<file path="config.mk">
export PLATFORM = sky130hd
export DESIGN_NAME = vga_timing_gen
export DESIGN_NICKNAME = d
export VERILOG_FILES = /design/src/rtl/vga_pkg.sv /design/src/rtl/vga_pix_tick.sv /design/src/rtl/vga_timing_gen.sv
export SDC_FILE = /design/constraint.sdc
export NUM_CORES = 1
export LEC_CHECK = 0
export ABC_CLOCK_PERIOD_IN_PS = 3700
export CAP_MARGIN = 20
export CORE_MARGIN = 3
export CORE_UTILIZATION = 40
export DETAILED_ROUTE_END_ITERATION = 10
export PLACE_DENSITY = 0.67
export REMOVE_ABC_BUFFERS = 1
export SLEW_MARGIN = 20
export SYNTH_ARGS = -nofsm -noshare
export SYNTH_HDL_FRONTEND = slang
export SYNTH_SLANG_ARGS = --single-unit
</file>
<file path="constraint.sdc">
create_clock -name clk -period 3.7 [get_ports clk]
set_input_delay 0.37 -clock clk [delete_from_list [all_inputs] [get_ports clk]]
set_output_delay 0.37 -clock clk [all_outputs]
set_load 0.1 [all_outputs]
</file>
<file path="src/rtl/vga_pkg.sv">
// Shared VGA timing definitions: standard mode constant sets and sizing helpers.
package vga_pkg;

  typedef struct packed {
    int unsigned h_active;
    int unsigned h_fp;
    int unsigned h_sync;
    int unsigned h_bp;
    int unsigned v_active;
    int unsigned v_fp;
    int unsigned v_sync;
    int unsigned v_bp;
    logic        hs_pol;
    logic        vs_pol;
    int unsigned clk_div;
  } vga_timing_t;

  // 640x480@60, 25 MHz pixel rate from a 100 MHz system clock, both syncs active-low.
  localparam vga_timing_t Vga640x480At60 = '{
    h_active: 640, h_fp: 16, h_sync: 96,  h_bp: 48,
    v_active: 480, v_fp: 10, v_sync: 2,   v_bp: 33,
    hs_pol:   1'b0, vs_pol: 1'b0, clk_div: 4
  };

  // 800x600@72, 50 MHz pixel rate from a 100 MHz system clock, both syncs active-high.
  localparam vga_timing_t Vga800x600At72 = '{
    h_active: 800, h_fp: 56, h_sync: 120, h_bp: 64,
    v_active: 600, v_fp: 37, v_sync: 6,   v_bp: 23,
    hs_pol:   1'b1, vs_pol: 1'b1, clk_div: 2
  };

  // Full period of one axis: active + front porch + sync + back porch.
  function automatic int unsigned total_len(input int unsigned active, input int unsigned fp,
                                            input int unsigned sync, input int unsigned bp);
    return active + fp + sync + bp;
  endfunction

  // Bits needed for a counter running 0..n-1; never less than one bit.
  function automatic int unsigned cnt_width(input int unsigned n);
    return (n < 2) ? 1 : $clog2(n);
  endfunction

endpackage

</file>
<file path="src/rtl/vga_pix_tick.sv">
// Pixel-rate clock-enable: one-clk tick every CLK_DIV system clocks.
module vga_pix_tick
  import vga_pkg::*;
#(
  parameter int unsigned CLK_DIV = 4
) (
  input  logic clk,
  input  logic rst,
  output logic tick
);

  localparam int unsigned DcW = cnt_width(CLK_DIV);
  localparam logic [DcW-1:0] DcLast = DcW'(CLK_DIV - 1);

  if (CLK_DIV == 0) begin : gen_bad_clk_div
    $error("vga_pix_tick: CLK_DIV must be at least 1");
  end

  logic [DcW-1:0] dc_q, dc_d;

  // Divider wraps at CLK_DIV-1; with CLK_DIV=1 it sits at 0 and tick stays high.
  always_comb begin
    dc_d = (dc_q == DcLast) ? '0 : dc_q + 1'b1;
  end

  // Divider state register.
  always_ff @(posedge clk) begin
    if (rst) begin
      dc_q <= '0;
    end else begin
      dc_q <= dc_d;
    end
  end

  assign tick = (dc_q == DcLast);

endmodule

</file>
<file path="src/rtl/vga_timing_gen.sv">
// Parametrised VGA raster generator on the system clock with a pixel clock-enable.
module vga_timing_gen
  import vga_pkg::*;
#(
  parameter int unsigned H_ACTIVE = Vga640x480At60.h_active,
  parameter int unsigned H_FP     = Vga640x480At60.h_fp,
  parameter int unsigned H_SYNC   = Vga640x480At60.h_sync,
  parameter int unsigned H_BP     = Vga640x480At60.h_bp,
  parameter int unsigned V_ACTIVE = Vga640x480At60.v_active,
  parameter int unsigned V_FP     = Vga640x480At60.v_fp,
  parameter int unsigned V_SYNC   = Vga640x480At60.v_sync,
  parameter int unsigned V_BP     = Vga640x480At60.v_bp,
  parameter bit          HS_POL   = Vga640x480At60.hs_pol,
  parameter bit          VS_POL   = Vga640x480At60.vs_pol,
  parameter int unsigned CLK_DIV  = Vga640x480At60.clk_div,
  parameter int unsigned R_W      = 3,
  parameter int unsigned G_W      = 3,
  parameter int unsigned B_W      = 2,
  localparam int unsigned H_TOTAL = total_len(H_ACTIVE, H_FP, H_SYNC, H_BP),
  localparam int unsigned V_TOTAL = total_len(V_ACTIVE, V_FP, V_SYNC, V_BP),
  localparam int unsigned XW      = cnt_width(H_TOTAL),
  localparam int unsigned YW      = cnt_width(V_TOTAL),
  localparam int unsigned DW      = R_W + G_W + B_W
) (
  input  logic          clk,
  input  logic          rst,
  input  logic [DW-1:0] data,
  output logic          pix_req,
  output logic [XW-1:0] x,
  output logic [YW-1:0] y,
  output logic          tick,
  output logic          de,
  output logic          hs,
  output logic          vs,
  output logic [R_W-1:0] r,
  output logic [G_W-1:0] g,
  output logic [B_W-1:0] b,
  output logic          frame_start,
  output logic          line_start
);

  if (H_ACTIVE == 0 || H_SYNC == 0 || V_ACTIVE == 0 || V_SYNC == 0) begin : gen_bad_timing
    $error("vga_timing_gen: active and sync lengths must be non-zero");
  end

  // Region bounds as inclusive last indices so they always fit the counter width,
  // even when the back porch is zero and the total is a power of two.
  localparam logic [XW-1:0] HActLast   = XW'(H_ACTIVE - 1);
  localparam logic [XW-1:0] HSyncFirst = XW'(H_ACTIVE + H_FP);
  localparam logic [XW-1:0] HSyncLast  = XW'(H_ACTIVE + H_FP + H_SYNC - 1);
  localparam logic [XW-1:0] HLast      = XW'(H_TOTAL - 1);
  localparam logic [YW-1:0] VActLast   = YW'(V_ACTIVE - 1);
  localparam logic [YW-1:0] VSyncFirst = YW'(V_ACTIVE + V_FP);
  localparam logic [YW-1:0] VSyncLast  = YW'(V_ACTIVE + V_FP + V_SYNC - 1);
  localparam logic [YW-1:0] VLast      = YW'(V_TOTAL - 1);

  vga_pix_tick #(
    .CLK_DIV (CLK_DIV)
  ) u_pix_tick (
    .clk  (clk),
    .rst  (rst),
    .tick (tick)
  );

  logic [XW-1:0] hc_q, hc_d;
  logic [YW-1:0] vc_q, vc_d;
  logic          h_act, v_act, h_sync, v_sync;

  logic          de_q, de_d;
  logic          hs_q, hs_d;
  logic          vs_q, vs_d;
  logic [DW-1:0] rgb_q, rgb_d;
  logic          frame_start_q, frame_start_d;
  logic          line_start_q, line_start_d;

  // Raster counters: hc steps each tick, vc steps on the tick where hc wraps.
  always_comb begin
    hc_d = hc_q;
    vc_d = vc_q;
    if (tick) begin
      if (hc_q == HLast) begin
        hc_d = '0;
        vc_d = (vc_q == VLast) ? '0 : vc_q + 1'b1;
      end else begin
        hc_d = hc_q + 1'b1;
      end
    end
  end

  // Region decode and the pixel request seen by the upstream source.
  always_comb begin
    h_act   = (hc_q <= HActLast);
    v_act   = (vc_q <= VActLast);
    h_sync  = (hc_q >= HSyncFirst) && (hc_q <= HSyncLast);
    v_sync  = (vc_q >= VSyncFirst) && (vc_q <= VSyncLast);
    pix_req = h_act && v_act;
    x       = pix_req ? hc_q : '0;
    y       = pix_req ? vc_q : '0;
  end

  // Output stage: capture the current position's signals on tick, hold otherwise.
  always_comb begin
    de_d  = de_q;
    hs_d  = hs_q;
    vs_d  = vs_q;
    rgb_d = rgb_q;
    if (tick) begin
      de_d  = pix_req;
      hs_d  = h_sync ? HS_POL : ~HS_POL;
      vs_d  = v_sync ? VS_POL : ~VS_POL;
      rgb_d = pix_req ? data : '0;
    end
    // Pulses are recomputed every clk so they last exactly one cycle.
    frame_start_d = tick && (hc_q == '0) && (vc_q == '0);
    line_start_d  = tick && (hc_q == '0) && v_act;
  end

  // State registers; reset wins over tick and aborts the current frame.
  always_ff @(posedge clk) begin
    if (rst) begin
      hc_q          <= '0;
      vc_q          <= '0;
      de_q          <= 1'b0;
      hs_q          <= ~HS_POL;
      vs_q          <= ~VS_POL;
      rgb_q         <= '0;
      frame_start_q <= 1'b0;
      line_start_q  <= 1'b0;
    end else begin
      hc_q          <= hc_d;
      vc_q          <= vc_d;
      de_q          <= de_d;
      hs_q          <= hs_d;
      vs_q          <= vs_d;
      rgb_q         <= rgb_d;
      frame_start_q <= frame_start_d;
      line_start_q  <= line_start_d;
    end
  end

  assign de          = de_q;
  assign hs          = hs_q;
  assign vs          = vs_q;
  assign r           = rgb_q[DW-1 -: R_W];
  assign g           = rgb_q[B_W +: G_W];
  assign b           = rgb_q[B_W-1:0];
  assign frame_start = frame_start_q;
  assign line_start  = line_start_q;

endmodule

</file>
# Word level (Yosys, flattened, before mapping)
# Cells that the tools add are included.
[word_totals]
regBits = 35
inputBits = 10
[classes]
n_lt_le_gt_ge = 6
add_sub_neg = 3
n_reduce_logical = 10
mux = 7
n_eq_ne = 3
[ops]
columns = ["cell", "n"]
rows = [
  ["10-bit two-way mux", 4],
  ["10-bit by 1-bit adder with 10-bit output, second input constant", 2],
  ["10-bit == test, second input constant", 2],
  ["10-bit <= comparator, second input constant", 2],
  ["10-bit by 9-bit <= comparator with 1-bit output, second input constant", 2],
  ["10-bit logical NOT", 2],
  ["10-bit greater-or-equal comparator, second input constant", 1],
  ["10-bit by 9-bit greater-or-equal comparator with 1-bit output, second input constant", 1],
  ["8-bit two-way mux", 1],
  ["1-bit logical AND", 6],
  ["2-bit by 1-bit adder with 2-bit output, second input constant", 1],
  ["2-bit == test, second input constant", 1],
  ["1-bit two-way mux", 2],
  ["2-bit AND reduction", 1],
  ["2-bit OR reduction", 1],
]

# Longest topological paths before layout
# Gate-level depths: netlist (run 1).
[logic_depth]
ltp_word = 3
ltp_mapped = 6
mapped_depth_nobuf = 6

# Cells and area by module
# A second synthesis (run 1) with hierarchy kept.
[unflattened]
hier_cells = 206
area_unflattened_um2 = 1752.9
[by_module_without_submodules]
columns = ["mod", "cells_each", "area_each_um2", "n_inst", "seq_area_each_um2"]
rows = [
  ["vga_timing_gen", 201, 1677.9, 1, 660.6],
  ["vga_pix_tick", 5, 75.1, 1, 40.0],
]

# Least setup slack after synthesis (run 1)
# OpenSTA, ideal clock, no wires.
[synth_path]
path_type = "register to output"
from = "reg vc_q[7]"
to = "out x[6]"
required_ps = 3330
setup_slack_ps = 565
n_path_buf = 1
t_arrival_ps = 2765
stages_incl_launch_ff = 5
cell_sequence = "dfxtp_1 -> a41o_1 -> nor2_1 -> clkbuf_1 -> and2_1"
[synth_between]
elab_chain_len = 3
[synth_lines]
columns = ["item", "line", "text"]
rows = [
  ["start, declared", "vga_timing_gen.sv:66", "logic [YW-1:0] vc_q, vc_d;"],
  ["start signal, assigned", "vga_timing_gen.sv:131", "vc_q <= vc_d;"],
  ["10-bit by 9-bit <= comparator with 1-bit output", "vga_timing_gen.sv:93", "v_act = (vc_q <= VActLast);"],
  ["1-bit logical AND", "vga_timing_gen.sv:96", "pix_req = h_act && v_act;"],
  ["net pix_req", "vga_timing_gen.sv:28", "output logic pix_req,"],
  ["10-bit two-way mux", "vga_timing_gen.sv:97", "x = pix_req ? hc_q : '0;"],
  ["end, declared", "vga_timing_gen.sv:29", "output logic [XW-1:0] x,"],
]
# The timed path passes the listed nets, and every way through them passes these cells.

# Worst setup path after layout (run 1)
[layout_path]
from = "reg vc_q[7]"
to = "out y[5]"
[layout_between]
elab_chain_len = 3
[layout_lines]
columns = ["item", "line", "text"]
rows = [
  ["10-bit by 9-bit <= comparator with 1-bit output", "vga_timing_gen.sv:93", ""],
  ["1-bit logical AND", "vga_timing_gen.sv:96", ""],
  ["10-bit two-way mux", "vga_timing_gen.sv:98", "y = pix_req ? vc_q : '0;"],
  ["end, declared", "vga_timing_gen.sv:30", "output logic [YW-1:0] y,"],
]
# Every way passes these cells.

==> metrics.md, run 1 <==
| Metric | Value |
|---|---|
| Status | `completed` |
| Period utilisation layout | `74.4%` |
| Clock-pin slew on the worst setup and hold paths | `80 ps` |
| Total CTS buffers | `5` |
| Via/cell ratio | `5.39` |
| DP HPWL | `3.04 mm` |
| Post-Synthesis Cells | `209` |
| Initial antenna violation count | `0` |
| Synth Area per Inst | `8.67 um2` |
| Final setup fails | `0` |
| Cell Area, Synth | `1810 um2` |
| CP Capture Type | `primary output` |
| Critical path type | `reg2out` |
| Ys async rst share | `0%` |
| H-tree depth | `2` |
| Die Wd | `73.3 um` |
| Buffers on Ports | `43` |
| Synth warn | `0` |
| CTS Hold Bufs | `0` |
| Antenna diodes | `0` |
| Iteration-0 DRC Markers | `68` |
| Unrepaired setup endpoints after global routing | `false` |
| Crit path DAT | `2380 ps` |
| Total placed cells including tap cells | `290` |
| Setup ws final | `947 ps` |
| Num rows | `23` |
| Share of cells above drive strength 1 | `15.3%` |
| Worst-Skew Late Latency | `290 ps` |
| Placement Cell Area | `2200 um2` |
| TritonRoute pass-1 iters | `5` |
| Global-route wire length before repair | `7.30 mm` |
| Cell Pwr Density | `391 nW/um2` |
| Routability Congestion | `0.829` |
| Number of distinct library cells after synthesis | `48` |
| Residual DRC | `0` |
| Flop pwr share | `42.7%` |
| TNS Setup | `0 ps` |
| Clk sink count | `35` |
| Max_cap viols | `0` |
| Worst slew margin | `34.3%` |
| Vias in the first global route | `1,595` |
| Vias | `1,607` |
| Util after Layout | `55.9%` |
| Tot GR Track Use | `17.4%` |
| Cts repair resizes | `0` |
| Crit path time final | `2750 ps` |
| Pre-CTS setup slack | `1250 ps` |
| Root Buffer | `clkbuf_8` |
| Worst clock skew | `4.89 ps` |
| Synth cell count leaders | `dfxtp_1, nand3_1, nor2_1` |
| CP Max Fanout | `8` |
| Final Hold Viols | `0` |
| Initial Util | `43.4%` |
| Post-synth EDFFs | `0` |
| P_leak | `0.907 nW` |
| Clock power frac | `45.3%` |
| # IOs | `45` |
| CP required | `3330 ps` |
| Core box area | `4170 um2` |
| Net Sw Frac | `24.9%` |
| Final net count | `263` |
| Int Pwr | `0.686 mW` |
| Prevailing post-synth register cell | `dfxtp_1` |
| Post-CTS setup buffer count | `0` |
| Largest net degree at the start of global routing | `23` |
| Largest vdd supply drop | `0.152 mV` |
| Die area | `5370 um2` |
| Combinational Power Share | `12.1%` |
| Switch Pwr | `0.228 mW` |
| WL per Instance | `14.4 um` |
| Seq/Total Area, Yosys | `38.7%` |
| Overall power | `0.913 mW` |
| WHS | `439 ps` |
| Count leader, synth | `dfxtp_1` |
| Fmax | `363 MHz` |
| Maximum clock insertion buffer count | `2` |
| Finished Cell Area | `2330 um2` |
| DIE HEIGHT | `73.3 um` |
| Startpoint Class | `flip-flop` |
| Final ANT Viol Nets | `0` |
| Post-synth top area share | `38.7%` |
| Routed WL | `4.30 mm` |
| Synth Register Bits | `35` |
| Hold Path Class | `reg2reg` |
| P&R area growth vs syn | `28.8%` |
| TritonCTS clock tree | `done` |
| Area leader, netlist | `dfxtp_1` |
| Area contributors post-synth | `dfxtp_1, nand3_1, and2_1` |
| Worst slew pin tran | `982 ps` |
| Post-route insts no fill | `298` |
| Final Max Tran Viols | `0` |
| Gr ovfl total | `0` |
-- cells by family (layout without fill, tap and decap cells) --
family,count (synthesis),count (layout),synth area share [%]
mux,2,2,1.11
buf+inv,21,60,5.66
compound gates,28,28,10.1
fa+ha+maj,6,6,4.14
xor+xnor,11,11,5.32
flops,35,35,38.7
simple gates,105,105,34.8
other cells,1,1,0.207
-- cell type report --
class                           count  area (um2)
Timing Repair Buffer               46         403
Clock inverter                      3        67.6
Fill cell                         398        1840
Tap cell                           50        62.6
Clock buffer                        5        68.8
Multi-Input combinational cell    153        1010
Sequential cell                    35         701
Inverter                            6        22.5
-- cell usage in the layout (no fill, tap or decap), types with 5 or more instances in the layout --
master	count
and3_1	5
and4_1	5
nand2b_1	9
ha_1	6
nand2_1	5
clkbuf_8	5
clkdlybuf4s50_1	23
and2_1	13
nor2_1	16
inv_1	6
nor3_1	12
a21oi_1	11
dfxtp_1	35
buf_4	23
nand3_1	20
xor2_1	7
-- metal layers --
metal | vias up | GRT usage, % | part of all wire [%]
met1 | 713 | 22.0 | 45
met3 | 11 | 5.75 | 9.7
met4 | 0 | 6.44 | 2.1
li1 | 813 | - | -
met2 | 70 | 27.5 | 43
met5 | - | 0 | 0
-- critical path, cell delays in order, from the launching register on --
cell and delay, ps:
dfxtp_1 370, a41o_1 360, nor3_1 210, clkdlybuf4s50_1 1160
-- final timing paths --
path	startpoint	end	slack, ps	cells after the start
setup reg to reg	u_pix_tick.dc_q[0]	vc_q[5]	1720	5
hold / removal	u_pix_tick.dc_q[0]	u_pix_tick.dc_q[0]	440	1
setup / recovery	vc_q[7]	y[5]	950	3
hold reg to reg	u_pix_tick.dc_q[0]	u_pix_tick.dc_q[0]	440	1
-- power by group through the flow --
stage	registers [mW]	logic [mW]	clock network, mW
6_report	0.390	0.110	0.413
3_5_place_dp	0.399	0.110	0
5_1_grt	0.390	0.118	0.435
2_1_floorplan	0.435	0.0404	0
3_3_place_gp	0.398	0.110	0
4_1_cts	0.390	0.111	0.422
-- state kept, by name (all words and copies together), names as in the netlist --
signal	flops
vs	1
line_start	1
de	1
vc_q	10
hs	1
rgb_q	8
u_pix_tick.dc_q	2
hc_q	10
frame_start	1
(Power assumes the default switching activity.)
==> inputs of run 2 (changes only) <==
--- a/config.mk
+++ b/config.mk
@@ -5,12 +5,12 @@
 export SDC_FILE = /design/constraint.sdc
 export NUM_CORES = 1
 export LEC_CHECK = 0
-export ABC_CLOCK_PERIOD_IN_PS = 3700
+export ABC_CLOCK_PERIOD_IN_PS = 2400
 export CAP_MARGIN = 20
 export CORE_MARGIN = 3
 export CORE_UTILIZATION = 40
 export DETAILED_ROUTE_END_ITERATION = 10
-export PLACE_DENSITY = 0.67
+export PLACE_DENSITY = 0.7
 export REMOVE_ABC_BUFFERS = 1
 export SLEW_MARGIN = 20
 export SYNTH_ARGS = -nofsm -noshare
==> constraint.sdc (replaced) <==
create_clock -name clk -period 2.4 [get_ports clk]
set_input_delay 0.24 -clock clk [delete_from_list [all_inputs] [get_ports clk]]
set_output_delay 0.24 -clock clk [all_outputs]
set_load 0.1 [all_outputs]
==> metrics.md, run 2 (synthesis gave the netlist of run 1 again) <==
| Metric | Value |
|---|---|
| CP Capture Type | `primary output` |
| Share of cells above drive strength 1 | `21.9% (+6.6 points)` |
| Most common cell after layout, fill and taps aside | `dfxtp_1` |
| Final setup fails | `0 (unchanged)` |
| Antenna diodes | `0 (unchanged)` |
| Total CTS buffers | `5 (unchanged)` |
| Clk sink count | `35 (unchanged)` |
| P&R area growth vs syn | `37.4%` |
| Delay-heaviest family, CP | `flip-flops` |
| Startpoint Class | `flip-flop` |
| Max_cap viols | `0 (unchanged)` |
| Largest net degree at the start of global routing | `17 (-26%)` |
| Largest stage delay, worst path | `450 ps (-710 ps)` |
| Worst slew pin tran | `521 ps (-461 ps)` |
| Post-CTS setup buffer count | `0 (unchanged)` |
| Worst clock skew | `3.03 ps (-1.86 ps)` |
| Iteration-0 DRC Markers | `151 (+120%)` |
| FF-to-FF path depth | `5 (unchanged)` |
| Die area | `5370 um2 (unchanged)` |
| Maximum clock insertion buffer count | `2 (unchanged)` |
| Crit path time final | `2030 ps` |
| Final Hold Viols | `0 (unchanged)` |
| Critical R2R Launch | `hc_q[0]` |
| Hold Path Class | `reg2reg` |
| Unrepaired setup endpoints after global routing | `false` |
| Reg2Reg Setup Slack | `630 ps (-1090 ps)` |
| Final ANT Viol Nets | `0 (unchanged)` |
| Vias in the first global route | `1,595 (unchanged)` |
| Commonest non-fill, non-tap cells in the layout | `dfxtp_1, buf_4, nand3_1` |
| DP HPWL | `3.20 mm (+5.2%)` |
| Core box area | `4170 um2 (unchanged)` |
| Levels on crit path | `5 (+2)` |
| Overall power | `1.25 mW (+37%)` |
| Root Buffer | `clkbuf_8` |
| P_leak | `0.977 nW (+7.8%)` |
| Buffers on Ports | `43 (unchanged)` |
| Cell Pwr Density | `501 nW/um2 (+28%)` |
| Critical path type | `reg2out` |
| Worst setup path start | `vc_q[6]` |
| CP max-delay cell | `dfxtp_1` |
| Global-route wire length before repair | `7.24 mm (-0.85%)` |
| Routed WL | `4.38 mm (+1.8%)` |
| Status | `completed` |
| Routability Congestion | `0.886 (+6.8%)` |
| CP Max Fanout | `14 (+6)` |
| CP cell instances | `a41o_1, nor2_1, buf_4, and2_1, buf_12` |
| Final Max Tran Viols | `0 (unchanged)` |
| Period utilisation layout | `84.8%` |
| DIE HEIGHT | `73.3 um (unchanged)` |
| Worst-Skew Late Latency | `290 ps (about the same)` |
| Largest vdd supply drop | `0.225 mV (+48%)` |
| Tot GR Track Use | `17.5% (+0.057 points)` |
| # IOs | `45 (unchanged)` |
| Clock-pin slew on the worst setup and hold paths | `70 ps (about the same)` |
| CTS Hold Bufs | `0 (unchanged)` |
| Initial Util | `43.4% (unchanged)` |
| Crit path DAT | `1790 ps (-590 ps)` |
| TritonRoute pass-1 iters | `4 (-1)` |
| WL per Instance | `14.5 um (+0.75%)` |
| H-tree depth | `2 (unchanged)` |
| Gr ovfl total | `0 (unchanged)` |
| Residual DRC | `0 (unchanged)` |
| TritonCTS clock tree | `done` |
| Crit path capture | `y[4]` |
| CP Buf/Inv Count | `2 (+1)` |
| Die Wd | `73.3 um (unchanged)` |
| Num rows | `23 (unchanged)` |
| Final net count | `266 (+1.1%)` |
| Reg-to-reg endpoint | `vc_q[8]` |
| Worst slew margin | `64.9% (+31 points)` |
| CP required | `2160 ps (-1170 ps)` |
| Cts repair resizes | `0 (unchanged)` |
| Total placed cells including tap cells | `293 (+1.0%)` |
| Via/cell ratio | `5.41 (+0.30%)` |
| Fmax | `491 MHz` |
| Largest registers | `hc_q x10, vc_q x10, rgb_q x8` |
| Vias | `1,628 (+1.3%)` |
| Initial antenna violation count | `0 (unchanged)` |
| Post-route insts no fill | `301 (+1.0%)` |
-- run 2: cell count changes in the layout (fill, tap and decap cells not counted), sizes merged --
cell | previous run | this run
clkdlybuf4s50 | 23 | 9
buf | 23 | 40
bufinv | 2 | 0
clkbuf | 5 | 7
-- run 2: final cells by class --
cell class	count	area (um2)
repair buffers	49	591
flip-flops and latches	35	701
fillers	352	1680
clock buffers	7	96.3
multi-input cells	153	1010
inverters	6	22.5
well taps	50	62.6
clock inverters	1	7.51
-- run 2: layer usage --
| metal | vias to the layer above | part of all wire (%) | track usage [%] | wire [um] |
|---|---|---|---|---|
| li1 | 817 | - | - | - |
| met1 | 743 | 44 | 21.2 | 1920 |
| met2 | 59 | 46 | 28.0 | 2010 |
| met3 | 9 | 7.5 | 4.24 | 329 |
| met4 | 0 | 2.7 | 10.1 | 116 |
| met5 | - | 0 | 0 | 0 |
-- run 2: where the power goes --
group / internal (mW) / switching [mW] / leakage, nW / total (mW)
clock network: 0.261 / 0.213 / 0.0505 / 0.474
logic: 0.0513 / 0.121 / 0.644 / 0.172
registers: 0.594 / 0.00694 / 0.283 / 0.601
-- run 2: worst register-to-register path: stages (launching register included) --
cell     delay (ps)
dfxtp_1         400
ha_1            260
and3_1          300
nand4_4         170
or4_4           440
a21oi_2         130
-- run 2: per-stage QoR --
step                worst slack [ps]  area, um2  hold slack, ps  utilization, %  setup TNS [ps]
floorplan                      -1240       1730             309               -          -27270
global placement                 690       2380             415            57.2               0
detailed placement               653       2380             418            57.2               0
finish                           365       2490             439            59.6               0
global route                     245       2490             467            59.6               0
CTS                              363       2490             434            59.6               0
-- run 2: worst min-delay path by stage --
stage	start	to	slack, ps	cells after the start
2_1_floorplan	rst	hc_q[1]	310	1
3_3_place_gp	u_pix_tick.dc_q[0]	u_pix_tick.dc_q[0]	410	1
3_5_place_dp	u_pix_tick.dc_q[0]	u_pix_tick.dc_q[0]	420	1
4_1_cts	u_pix_tick.dc_q[0]	u_pix_tick.dc_q[0]	430	1
5_1_grt	u_pix_tick.dc_q[0]	u_pix_tick.dc_q[0]	470	1
6_report	u_pix_tick.dc_q[0]	u_pix_tick.dc_q[0]	440	1
==> inputs of run 3 (changes only) <==
--- a/config.mk
+++ b/config.mk
@@ -5,7 +5,7 @@
 export SDC_FILE = /design/constraint.sdc
 export NUM_CORES = 1
 export LEC_CHECK = 0
-export ABC_CLOCK_PERIOD_IN_PS = 2400
+export ABC_CLOCK_PERIOD_IN_PS = 1720
 export CAP_MARGIN = 20
 export CORE_MARGIN = 3
 export CORE_UTILIZATION = 40
==> constraint.sdc (replaced) <==
create_clock -name clk -period 1.72 [get_ports clk]
set_input_delay 0.172 -clock clk [delete_from_list [all_inputs] [get_ports clk]]
set_output_delay 0.172 -clock clk [all_outputs]
set_load 0.1 [all_outputs]
==> metrics.md, run 3 (synthesis gave the netlist of run 1 again) <==
| Metric | Value |
|---|---|
| Status | `finished with violations` |
| Failing checks | `negative setup slack` |
| Post-route insts no fill | `327 (+8.6%)` |
| Initial antenna violation count | `0 (unchanged)` |
| Share of cells above drive strength 1 | `39.7% (+18 points)` |
| Placement Cell Area | `2600 um2 (+9.1%)` |
| Most common cell after layout, fill and taps aside | `buf_4` |
| WL per Instance | `16.5 um (+13%)` |
| Buffers on Ports | `43 (unchanged)` |
| TritonCTS clock tree | `done` |
| Clock-pin slew on the worst setup and hold paths | `70 ps (about the same)` |
| DIE HEIGHT | `73.3 um (unchanged)` |
| CP Max Fanout | `12 (-2)` |
| Hold Path Class | `reg2reg` |
| Setup ws final | `-32.0 ps (-397 ps)` |
| Finished Cell Area | `2910 um2 (+17%)` |
| Gr ovfl total | `0 (unchanged)` |
| Routed WL | `5.38 mm (+23%)` |
| Die Wd | `73.3 um (unchanged)` |
| Total placed cells including tap cells | `312 (+6.5%)` |
| H-tree depth | `2 (unchanged)` |
| Global-route wire length before repair | `8.56 mm (+18%)` |
| Final net count | `292 (+9.8%)` |
| Clk sink count | `35 (unchanged)` |
| Final ANT Viol Nets | `0 (unchanged)` |
| Num rows | `23 (unchanged)` |
| Vias in the first global route | `1,704 (+6.8%)` |
| Period utilisation layout | `102%` |
| CP Capture Type | `primary output` |
| Worst-Skew Late Latency | `290 ps (about the same)` |
| Fmax | `571 MHz` |
| Total CTS buffers | `5 (unchanged)` |
| WHS | `433 ps (-5.93 ps)` |
| Crit path time final | `1750 ps` |
| Worst clock skew | `4.05 ps (+1.03 ps)` |
| TritonRoute pass-1 iters | `4 (unchanged)` |
| Largest net degree at the start of global routing | `19 (+2)` |
| Die area | `5370 um2 (unchanged)` |
| Util after Layout | `69.8% (+10 points)` |
| P&R area growth vs syn | `60.8%` |
| Cell Pwr Density | `603 nW/um2 (+20%)` |
| Residual DRC | `0 (unchanged)` |
| Crit path DAT | `1580 ps (-210 ps)` |
| Unrepaired setup endpoints after global routing | `true` |
| Startpoint Class | `flip-flop` |
| Antenna diodes | `0 (unchanged)` |
| TNS Setup | `-344 ps (-344 ps)` |
| Max_cap viols | `0 (unchanged)` |
| Via/cell ratio | `5.53 (+2.3%)` |
| P_leak | `1.17 nW (+19%)` |
| Largest registers | `hc_q x10, vc_q x10, rgb_q x8` |
| Final Max Tran Viols | `0 (unchanged)` |
| Maximum clock insertion buffer count | `2 (unchanged)` |
| Largest vdd supply drop | `0.279 mV (+24%)` |
| Commonest non-fill, non-tap cells in the layout | `buf_4, dfxtp_1, buf_12` |
| CP required | `1550 ps (-610 ps)` |
| Tot GR Track Use | `20.7% (+3.2 points)` |
| Root Buffer | `clkbuf_8` |
| # IOs | `45 (unchanged)` |
| Routability Congestion | `0.887 (+0.17%)` |
| Critical path type | `reg2out` |
| Final setup fails | `12 (+12)` |
| Initial Util | `43.4% (unchanged)` |
| Core box area | `4170 um2 (unchanged)` |
| Vias | `1,809 (+11%)` |
| Final Hold Viols | `0 (unchanged)` |
| DP HPWL | `3.59 mm (+12%)` |
| Iteration-0 DRC Markers | `107 (-29%)` |
[run 3: changes by cell type in the layout (fill, tap and decap cells not counted), sizes merged]
cell,delta
buf,+26
clkbuf,+1
clkinvlp,-1
[run 3: critical path: stages (launching register included)]
cell and delay (ps):
dfxtp_4 370, a41o_4 260, nor2_4 160, buf_8 170, and2_4 160, buf_12 170
[run 3: report_power, final]
part / internal (mW) / switching, mW / total [mW]
registers: 0.823 / 0.00876 / 0.832
clock network: 0.365 / 0.295 / 0.660
logic: 0.0879 / 0.178 / 0.266
total: 1.28 / 0.481 / 1.76
[run 3: final timing paths]
| kind | startpoint | end | slack [ps] | cells after the start |
|---|---|---|---|---|
| hold reg to reg | u_pix_tick.dc_q[0] | u_pix_tick.dc_q[0] | 430 | 1 |
| setup reg to reg | u_pix_tick.dc_q[0] | vc_q[8] | 110 | 5 |
| setup / recovery | vc_q[9] | y[6] | -30 | 5 |
| hold / removal | u_pix_tick.dc_q[0] | u_pix_tick.dc_q[0] | 430 | 1 |
[run 3: layer usage]
metal | track usage [%] | routed length, um | share of wire [%] | vias up
met5 | 0 | 0 | 0 | -
met4 | 7.65 | 97 | 1.8 | 0
met3 | 5.47 | 423 | 7.9 | 9
met2 | 33.0 | 2570 | 48 | 86
met1 | 26.8 | 2300 | 43 | 844
li1 | - | - | - | 870
[run 3: repair_timing]
action | in CTS | in global routing
endpoints found under the hold margin | 0 | 0
hold buffers | 0 | 0
cloned | 1 | 0
setup buffers | 8 | 1
resized for setup | 36 | 14
pin swaps | 6 | 3
endpoints found under the setup margin | 19 | 34
[run 3: per-stage QoR]
step,setup slack [ps],total power [mW]
2_1_floorplan,-1850,1.02
3_3_place_gp,106,1.11
3_5_place_dp,61.6,1.11
4_1_cts,-54.9,1.77
5_1_grt,-99.5,1.83
6_report,-32.0,1.76
[run 3: final cells by class]
type | instances | area, um2
Tap cell | 50 | 62.6
Multi-Input combinational cell | 153 | 1140
Sequential cell | 35 | 716
Inverter | 6 | 22.5
Clock buffer | 8 | 100
Timing Repair Buffer | 75 | 875
Fill cell | 317 | 1260
